--- config.mk ---
export PLATFORM = sky130hd
export DESIGN_NAME = seg_countdown_timer
export DESIGN_NICKNAME = d
export VERILOG_FILES = /design/src/rtl/seg_countdown_timer.sv
export SDC_FILE = /design/constraint.sdc
export NUM_CORES = 1
export LEC_CHECK = 0
export CELL_PAD_IN_SITES_DETAIL_PLACEMENT = 1
export CELL_PAD_IN_SITES_GLOBAL_PLACEMENT = 2
export CORE_AREA = 4 4 90 92
export DETAILED_ROUTE_END_ITERATION = 8
export DIE_AREA = 0 0 94 96
export DONT_BUFFER_PORTS = 1
export GPL_TIMING_DRIVEN = 0
export PLACE_DENSITY_LB_ADDON = 0.05
export RECOVER_POWER = 100
export SLEW_MARGIN = 5
export SYNTH_ARGS = -nofsm -noshare
export SYNTH_HDL_FRONTEND = slang
export SYNTH_SLANG_ARGS = --single-unit
--- constraint.sdc ---
create_clock -name sys_clk -period 6.2 [get_ports sys_clk]
set_clock_uncertainty 0.2 [all_clocks]
set_input_delay 1.24 -clock sys_clk [delete_from_list [all_inputs] [get_ports sys_clk]]
set_output_delay 1.24 -clock sys_clk [all_outputs]
set_load 0.01 [all_outputs]
--- src/rtl/seg_countdown_timer.sv ---
// Six-digit BCD countdown timer with load/start/pause control.
// Counts down once every CLK_FREQ/TICK_HZ cycles and pulses done on reaching zero.
module seg_countdown_timer #(
   parameter int CLK_FREQ = 50_000_000,
   parameter int TICK_HZ  = 100
) (
   input  logic        sys_clk,
   input  logic        sys_rst_n,
   input  logic        load,
   input  logic [23:0] load_val,
   input  logic        start,
   input  logic        pause,
   output logic [23:0] bcd_value,
   output logic        running,
   output logic        count_down,
   output logic        done
);

   localparam int DIV = CLK_FREQ / TICK_HZ;
   localparam int PW  = $clog2(DIV);
   localparam logic [PW-1:0] PRE_MAX = PW'(DIV - 1);

   typedef enum logic [1:0] {IDLE, RUN, PAUSE, DONE} state_t;

   state_t        state_reg, state_next;
   logic [PW-1:0] prescale_reg, prescale_next;
   logic [23:0]   value_reg, value_next;
   logic          running_reg, count_down_reg, done_reg;
   logic          count_down_next, done_next;

   logic [23:0]   dec_value;
   logic [23:0]   clamp_value;
   logic [5:0]    borrow;
   logic          tick;

   assign tick      = (state_reg == RUN) && (prescale_reg == PRE_MAX) && (value_reg != 24'd0);
   assign borrow[0] = 1'b1;

   // Ripple-borrow BCD decrement; load digits above 9 saturate to 9.
   generate
      for (genvar gi = 0; gi < 6; gi++) begin : g_digit
         logic [3:0] digit;
         logic [3:0] in_digit;
         assign digit     = value_reg[gi*4 +: 4];
         assign in_digit  = load_val[gi*4 +: 4];
         assign dec_value[gi*4 +: 4] = !borrow[gi]      ? digit :
                                       (digit == 4'd0)  ? 4'd9  : digit - 4'd1;
         assign clamp_value[gi*4 +: 4] = (in_digit > 4'd9) ? 4'd9 : in_digit;
         if (gi < 5) begin : g_borrow
            assign borrow[gi+1] = borrow[gi] && (digit == 4'd0);
         end
      end
   endgenerate

   always_comb begin
      state_next      = state_reg;
      prescale_next   = prescale_reg;
      value_next      = value_reg;
      count_down_next = 1'b0;
      done_next       = 1'b0;
      if (load) begin
         value_next    = clamp_value;
         state_next    = IDLE;
         prescale_next = '0;
      end else begin
         case (state_reg)
            IDLE: begin
               prescale_next = '0;
               if (start) state_next = (value_reg != 24'd0) ? RUN : DONE;
            end
            RUN: begin
               // A coincident start outranks pause, and start is a no-op in RUN.
               if (tick) begin
                  prescale_next   = '0;
                  value_next      = dec_value;
                  count_down_next = 1'b1;
                  if (dec_value == 24'd0)      state_next = DONE;
                  else if (pause && !start)    state_next = PAUSE;
               end else begin
                  prescale_next = prescale_reg + PW'(1);
                  if (pause && !start) state_next = PAUSE;
               end
            end
            PAUSE: begin
               if (start) state_next = RUN;
            end
            DONE: begin
               prescale_next = '0;
               done_next     = 1'b1;
               state_next    = IDLE;
            end
            default: state_next = IDLE;
         endcase
      end
   end

   always_ff @(posedge sys_clk or negedge sys_rst_n) begin
      if (!sys_rst_n) begin
         state_reg      <= IDLE;
         prescale_reg   <= '0;
         value_reg      <= '0;
         running_reg    <= 1'b0;
         count_down_reg <= 1'b0;
         done_reg       <= 1'b0;
      end else begin
         state_reg      <= state_next;
         prescale_reg   <= prescale_next;
         value_reg      <= value_next;
         running_reg    <= (state_next == RUN);
         count_down_reg <= count_down_next;
         done_reg       <= done_next;
      end
   end

   assign bcd_value  = value_reg;
   assign running    = running_reg;
   assign count_down = count_down_reg;
   assign done       = done_reg;

endmodule

==> results.yml, run 1 <==
place:
  io_buffer_count: 0
  gp_congestion: 0.748
  hpwl_um: 6080
worst_setup_path:
  critPathCaptureType: "flip-flop"
  reg2reg_depth: 8
  critical_path.max_fanout: 10
  critPathArrivalTime_ns: 3.53
  timing.rr.start: "bcd_value[20]"
  start_kind: "flip-flop"
  crit_required_ns: 6.23
  reg2reg_slack_ns: 2.70
  r2r-end: "prescale_reg[12]"
  worstSetupPathType: "reg -> reg"
  crit_path_start: "bcd_value[20]"
global_routing:
  grt_pass1_vias: 2672
  antenna_found_initial: 0
  grt_max_degree: 49
  grt_pass1_wl_um: 13600
  grt_use_total: 0.192
  grt.overflow.total: 0
routing:
  drt_pass1_iterations: 4
  drtAntennaViolNets: 0
  via_per_inst: 5.86
  via_count: 2559
  wl_per_cell_um: 18.6
  drtIter0Drc: 73
  drt-total-wl_um: 8150
  drc: 0
timing:
  finalHoldViolCount: 0
  slew_headroom: 0.599
  final_max_slew_viol_count: 0
  tightest_slew_ns: 0.602
  tns_ns: 0
  fin_crit_ns: 3.50
  fmax_mhz: 285
  grt_setup_unrepaired: "no"
  hold-worst-slack_ns: 0.307
  fin_crit_sh: 0.565
  setup_violations: 0
cells_and_area:
  largest_reg_flops: 24
  layout_common_cells: "dfrtp_1 (48), nor2_1 (34), nand2_1 (29)"
  antenna_cells: 0
  final_common_cell: "dfrtp_1"
  areaGrowthSynthToFinish_pct: 5.71
  layout-drive-gt1-share: 0.0651
  final_util: 0.434
  nFillCells: 880
  finalNetCount: 371
hold_path:
  min-delay-start: "prescale_reg[18]"
  hold_path_end: "prescale_reg[18]"
  hold_depth: 1
  min_path_type: "reg -> reg"
synthesis:
  synth_flop_cell: "dfrtp_1"
  ys_seq_elements: 48
  synth_edf_count: 0
  yosysWarnings: 0
  ys_types: 58
  synth_area_sq_um: 2960
  syn_inst: 330
  async_flop_share: 1.00
  syn_avg_cell_area_sq_um: 8.97
  yosysSeqAreaShare: 0.406
  synth_nets: 364
floorplanning:
  core_area_sq_um: 7210
  die_area_sq_um: 9020
  num_rows: 31
  initial_utilization: 0.410
  io-pin-count: 56
  die_y_um: 96
  die_x_um: 94
clock_tree:
  postCtsSetupBuffers: 0
  cts_num_sinks: 48
  clk_latency_ns: 0.31
  root_buffer: "clkbuf_8"
  clockBufferDepth: 2
  cts_buffers: 5
  cts_resized: 0
  path_clk_slew_ns: 0.10
  cts_hold_buf: 0
  cts_tree: "done"
  htreeDepth: 2
power:
  p_sw_mw: 0.189
  max-vdd-ir-drop_mv: 0.0864
  p_sw_frac: 0.298
  internal_power_mw: 0.447
  combPwrFrac: 0.114
  p_per_area_nw_per_um2: 203
  p_clk_frac: 0.315
  leakage_nw: 1.27
  finalPower_mw: 0.637
  sequentialPowerShare: 0.571
flow_run:
  cap_violations: 0
status:
  status: "finished clean"
-- area by class of cell --
class / count / area [sq um] / area share
multi-input combinational: 259 / 1610 / 0.514
sequential: 48 / 1200 / 0.384
tap: 99 / 124 / 0.0396
clock buffer: 6 / 82.6 / 0.0264
buffer: 13 / 66.3 / 0.0212
inverter: 10 / 37.5 / 0.0120
clock inverter: 2 / 10.0 / 0.00320
-- worst max-delay path: stages (launching register included) --
cell and delay (ns):
dfrtp_1 0.49, nor4_1 0.54, nand3_2 0.22, nor2_1 0.33, o2111a_1 0.37, clkbuf_1 0.43
clkbuf_1 0.50, nand4_1 0.16, mux2i_1 0.17
-- through the flow --
step / instances / setup WS [ns] / area (sq um)
floorplan: 330 / 3.48 / 2960
global placement: 429 / 2.95 / 3080
detailed placement: 429 / 2.95 / 3080
CTS: 437 / 3.26 / 3180
global route: 437 / 2.36 / 3130
finish: 437 / 2.70 / 3130
-- cells in the mapped netlist, types with 2 or more instances --
cell type	count	area, sq um
nor4_1	5	31.3
o21ai_0	24	120
buf_6	4	45.0
ha_1	5	62.6
o31ai_1	2	15.0
nor3_4	2	32.5
nand3_1	16	80.1
nor2_1	33	124
nand2_1	29	109
nand4_1	9	56.3
mux2i_1	9	90.1
and2_1	4	25.0
a31oi_1	20	125
dfrtp_1	48	1200
a21o_1	4	30.0
and4b_1	2	20.0
a21boi_0	2	15.0
nor4_2	2	25.0
xnor2_1	2	17.5
a22o_1	5	43.8
a211oi_1	2	15.0
buf_2	2	10.0
and4_1	3	26.3
and3_1	5	31.3
a21oi_1	20	100
or3_1	3	18.8
clkbuf_1	4	15.0
nor3_1	11	55.1
nor2b_1	5	31.3
nand2b_1	6	37.5
nor4b_1	2	17.5
o21a_1	2	15.0
xor2_1	5	43.8
inv_1	9	33.8
-- cell families (layout without fill, tap and decap cells) --
family / Yosys count / count (layout) / synth area share
AO/OA/AOI/OAI: 89 / 89 / 0.189
XOR/XNOR: 7 / 7 / 0.0207
adder cells (fa/ha/maj): 5 / 5 / 0.0211
buffers and inverters: 23 / 31 / 0.0418
flip-flops: 48 / 48 / 0.406
multiplexers: 10 / 10 / 0.0342
AND/OR/NAND/NOR: 148 / 148 / 0.288
-- metal layers --
layer / track usage / vias up / part of all wire
li1: - / 1237 / -
met5: 0 / - / 0
met1: 0.237 / 1276 / 0.43
met3: 0.0438 / 9 / 0.049
met2: 0.334 / 37 / 0.51
met4: 0.0614 / 0 / 0.011
-- power groups by stage --
stage | clock network (mW) | registers (mW) | logic, mW
final | 0.200 | 0.364 | 0.0725
after global routing | 0.220 | 0.369 | 0.0829
after CTS | 0.207 | 0.365 | 0.0754
after detailed placement | 0 | 0.371 | 0.0749
after global placement | 0 | 0.371 | 0.0732
after floorplan | 0 | 0.362 | 0.0584
-- how the worst max path moves through the flow --
stage / to / slack (ns) / cells past startpoint
after global routing: prescale_reg[12] / 2.36 / 8
after CTS: prescale_reg[10] / 3.26 / 6
after floorplan: prescale_reg[10] / 3.48 / 6
final: prescale_reg[12] / 2.70 / 8
after global placement: prescale_reg[10] / 2.95 / 6
after detailed placement: prescale_reg[10] / 2.95 / 6
Power figures use the tool's default switching activity.
==> inputs of run 2 (changes only) <==
--- a/config.mk
+++ b/config.mk
@@ -7,9 +7,9 @@
 export LEC_CHECK = 0
 export CELL_PAD_IN_SITES_DETAIL_PLACEMENT = 1
 export CELL_PAD_IN_SITES_GLOBAL_PLACEMENT = 2
-export CORE_AREA = 4 4 90 92
+export CORE_AREA = 4 4 97 99
 export DETAILED_ROUTE_END_ITERATION = 8
-export DIE_AREA = 0 0 94 96
+export DIE_AREA = 0 0 101 103
 export DONT_BUFFER_PORTS = 1
 export GPL_TIMING_DRIVEN = 0
 export PLACE_DENSITY_LB_ADDON = 0.05
==> constraint.sdc (replaced) <==
create_clock -name sys_clk -period 3.04 [get_ports sys_clk]
set_clock_uncertainty 0.2 [all_clocks]
set_input_delay 0.608 -clock sys_clk [delete_from_list [all_inputs] [get_ports sys_clk]]
set_output_delay 0.608 -clock sys_clk [all_outputs]
set_load 0.01 [all_outputs]
==> run 2 against run 1 <==
Effect of this change: non-clock buffer count is 2 higher; largest cell class unchanged; via count rose by 1.1%; combinational power grew 130%; cell area rose by 2.0%; register-to-register slack worse by 2.3 ns; sequential share of layout area shrank 0.75 points; die area is 15% higher; sequential cell count unchanged; critical path depth up 2; global-route usage down 1.6 points; utilization decreased by 6.0 points; power increased by 110%.
==> results.yml, run 2 (synthesis results as in run 1) <==
status:
  status: "finished clean"
power:
  max-vdd-ir-drop_mv: 0.150
  p_per_area_nw_per_um2: 418
  finalPower_mw: 1.33
  leakage_nw: 1.30
floorplanning:
  die_area_sq_um: 10400
  die_y_um: 103
  core_area_sq_um: 8550
  num_rows: 34
  io-pin-count: 56
  initial_utilization: 0.346
  die_x_um: 101
timing:
  setup_violations: 0
  grt_setup_unrepaired: "no"
  finalWorstSetupSlack_ns: 0.391
  fin_crit_ns: 2.65
  fin_crit_sh: 0.871
  tightest_slew_ns: 1.31
  finalHoldViolCount: 0
  final_max_slew_viol_count: 0
  slew_headroom: 0.128
  tns_ns: 0
  fmax_mhz: 378
worst_setup_path:
  reg2reg_slack_ns: 0.39
  worstSetupPathType: "reg -> reg"
  critical_path.max_fanout: 10
  start_kind: "flip-flop"
  crit_required_ns: 3.00
  critPathCaptureType: "flip-flop"
  critPathArrivalTime_ns: 2.61
clock_tree:
  clk_latency_ns: 0.31
  cts_num_sinks: 48
  clockBufferDepth: 2
  path_clk_slew_ns: 0.10
  cts_tree: "done"
  root_buffer: "clkbuf_8"
  htreeDepth: 2
  cts_buffers: 5
  postCtsSetupBuffers: 0
routing:
  wl_per_cell_um: 19.4
  drtAntennaViolNets: 0
  via_per_inst: 5.77
  drt-total-wl_um: 8690
  drc: 0
  drtIter0Drc: 38
  via_count: 2587
  drt_pass1_iterations: 4
flow_run:
  cap_violations: 0
place:
  place_ws_ns: 0.313
  io_buffer_count: 0
  gp_congestion: 0.748
  hpwl_um: 6360
cells_and_area:
  areaGrowthSynthToFinish_pct: 7.82
  final_common_cell: "dfrtp_1"
  antenna_cells: 0
  final_util: 0.373
  multi_input_area_sq_um: 1620
  seq_area_sq_um: 1200
  finalNetCount: 373
  nFillCells: 1002
  layout-drive-gt1-share: 0.0824
  largest_reg_flops: 24
  layout_common_cells: "dfrtp_1 (48), nor2_1 (33), nand2_1 (30)"
global_routing:
  grt_use_total: 0.176
  grt_pass1_wl_um: 14600
  grt_max_degree: 49
  antenna_found_initial: 0
  grt_pass1_vias: 2777
  grt.overflow.total: 0
hold_path:
  min_path_type: "in -> reg"
-- run 2: per-layer routing --
| layer | up-vias | global-route usage | share of wire | wire length [um] |
|---|---|---|---|---|
| li1 | 1243 | - | - | - |
| met1 | 1303 | 0.233 | 0.45 | 3910 |
| met4 | 0 | 0.0337 | 0.0075 | 65 |
| met2 | 36 | 0.306 | 0.50 | 4350 |
| met3 | 5 | 0.0291 | 0.042 | 364 |
| met5 | - | 0 | 0 | 0 |
-- run 2: final timing paths --
check                            startpoint                to  cells after the start
max in group asynchronous         sys_rst_n      state_reg[1]                      2
hold / removal                  load_val[2]      bcd_value[2]                      2
hold reg to reg            prescale_reg[18]  prescale_reg[18]                      1
setup reg to reg               state_reg[1]  prescale_reg[14]                     10
setup / recovery               state_reg[1]  prescale_reg[14]                     10
min in group asynchronous         sys_rst_n      bcd_value[8]                      2
-- run 2: final cells by class --
cell class                 count  share of cell area
inverter                      10              0.0118
buffer                        13              0.0270
clock inverter                 2             0.00470
multi-input combinational    259               0.507
sequential                    48               0.376
timing repair buffer           2             0.00470
clock buffer                   6              0.0259
tap                          108              0.0423
-- run 2: metrics by stage --
step                area (sq um)  instances  hold slack, ns
global route                3190        448           0.212
floorplan                   2960        330           0.112
detailed placement          3100        438           0.114
CTS                         3230        448           0.207
global placement            3100        438           0.114
finish                      3190        448           0.214
-- run 2: critical path, cell delays in order, from the launching register on --
cell      delay (ns)
dfrtp_1         0.45
inv_1           0.10
ha_1            0.25
and4b_1         0.21
and4_1          0.26
nand2_1         0.15
o2111a_1        0.36
buf_6           0.18
buf_6           0.15
a21oi_1         0.13
a31oi_1         0.06
-- run 2: report_power, final --
group / total, mW / switching (mW) / internal [mW] / leakage, nW
sequential: 0.744 / 0.0742 / 0.670 / 0.619
clock: 0.424 / 0.239 / 0.185 / 0.0434
combinational: 0.166 / 0.103 / 0.0623 / 0.641
-- run 2: what timing repair did --
action | 4_1_cts | 5_1_grt
endpoints found under the hold margin | 48 | 0
resized for setup | 0 | 0
hold buffers | 2 | 0
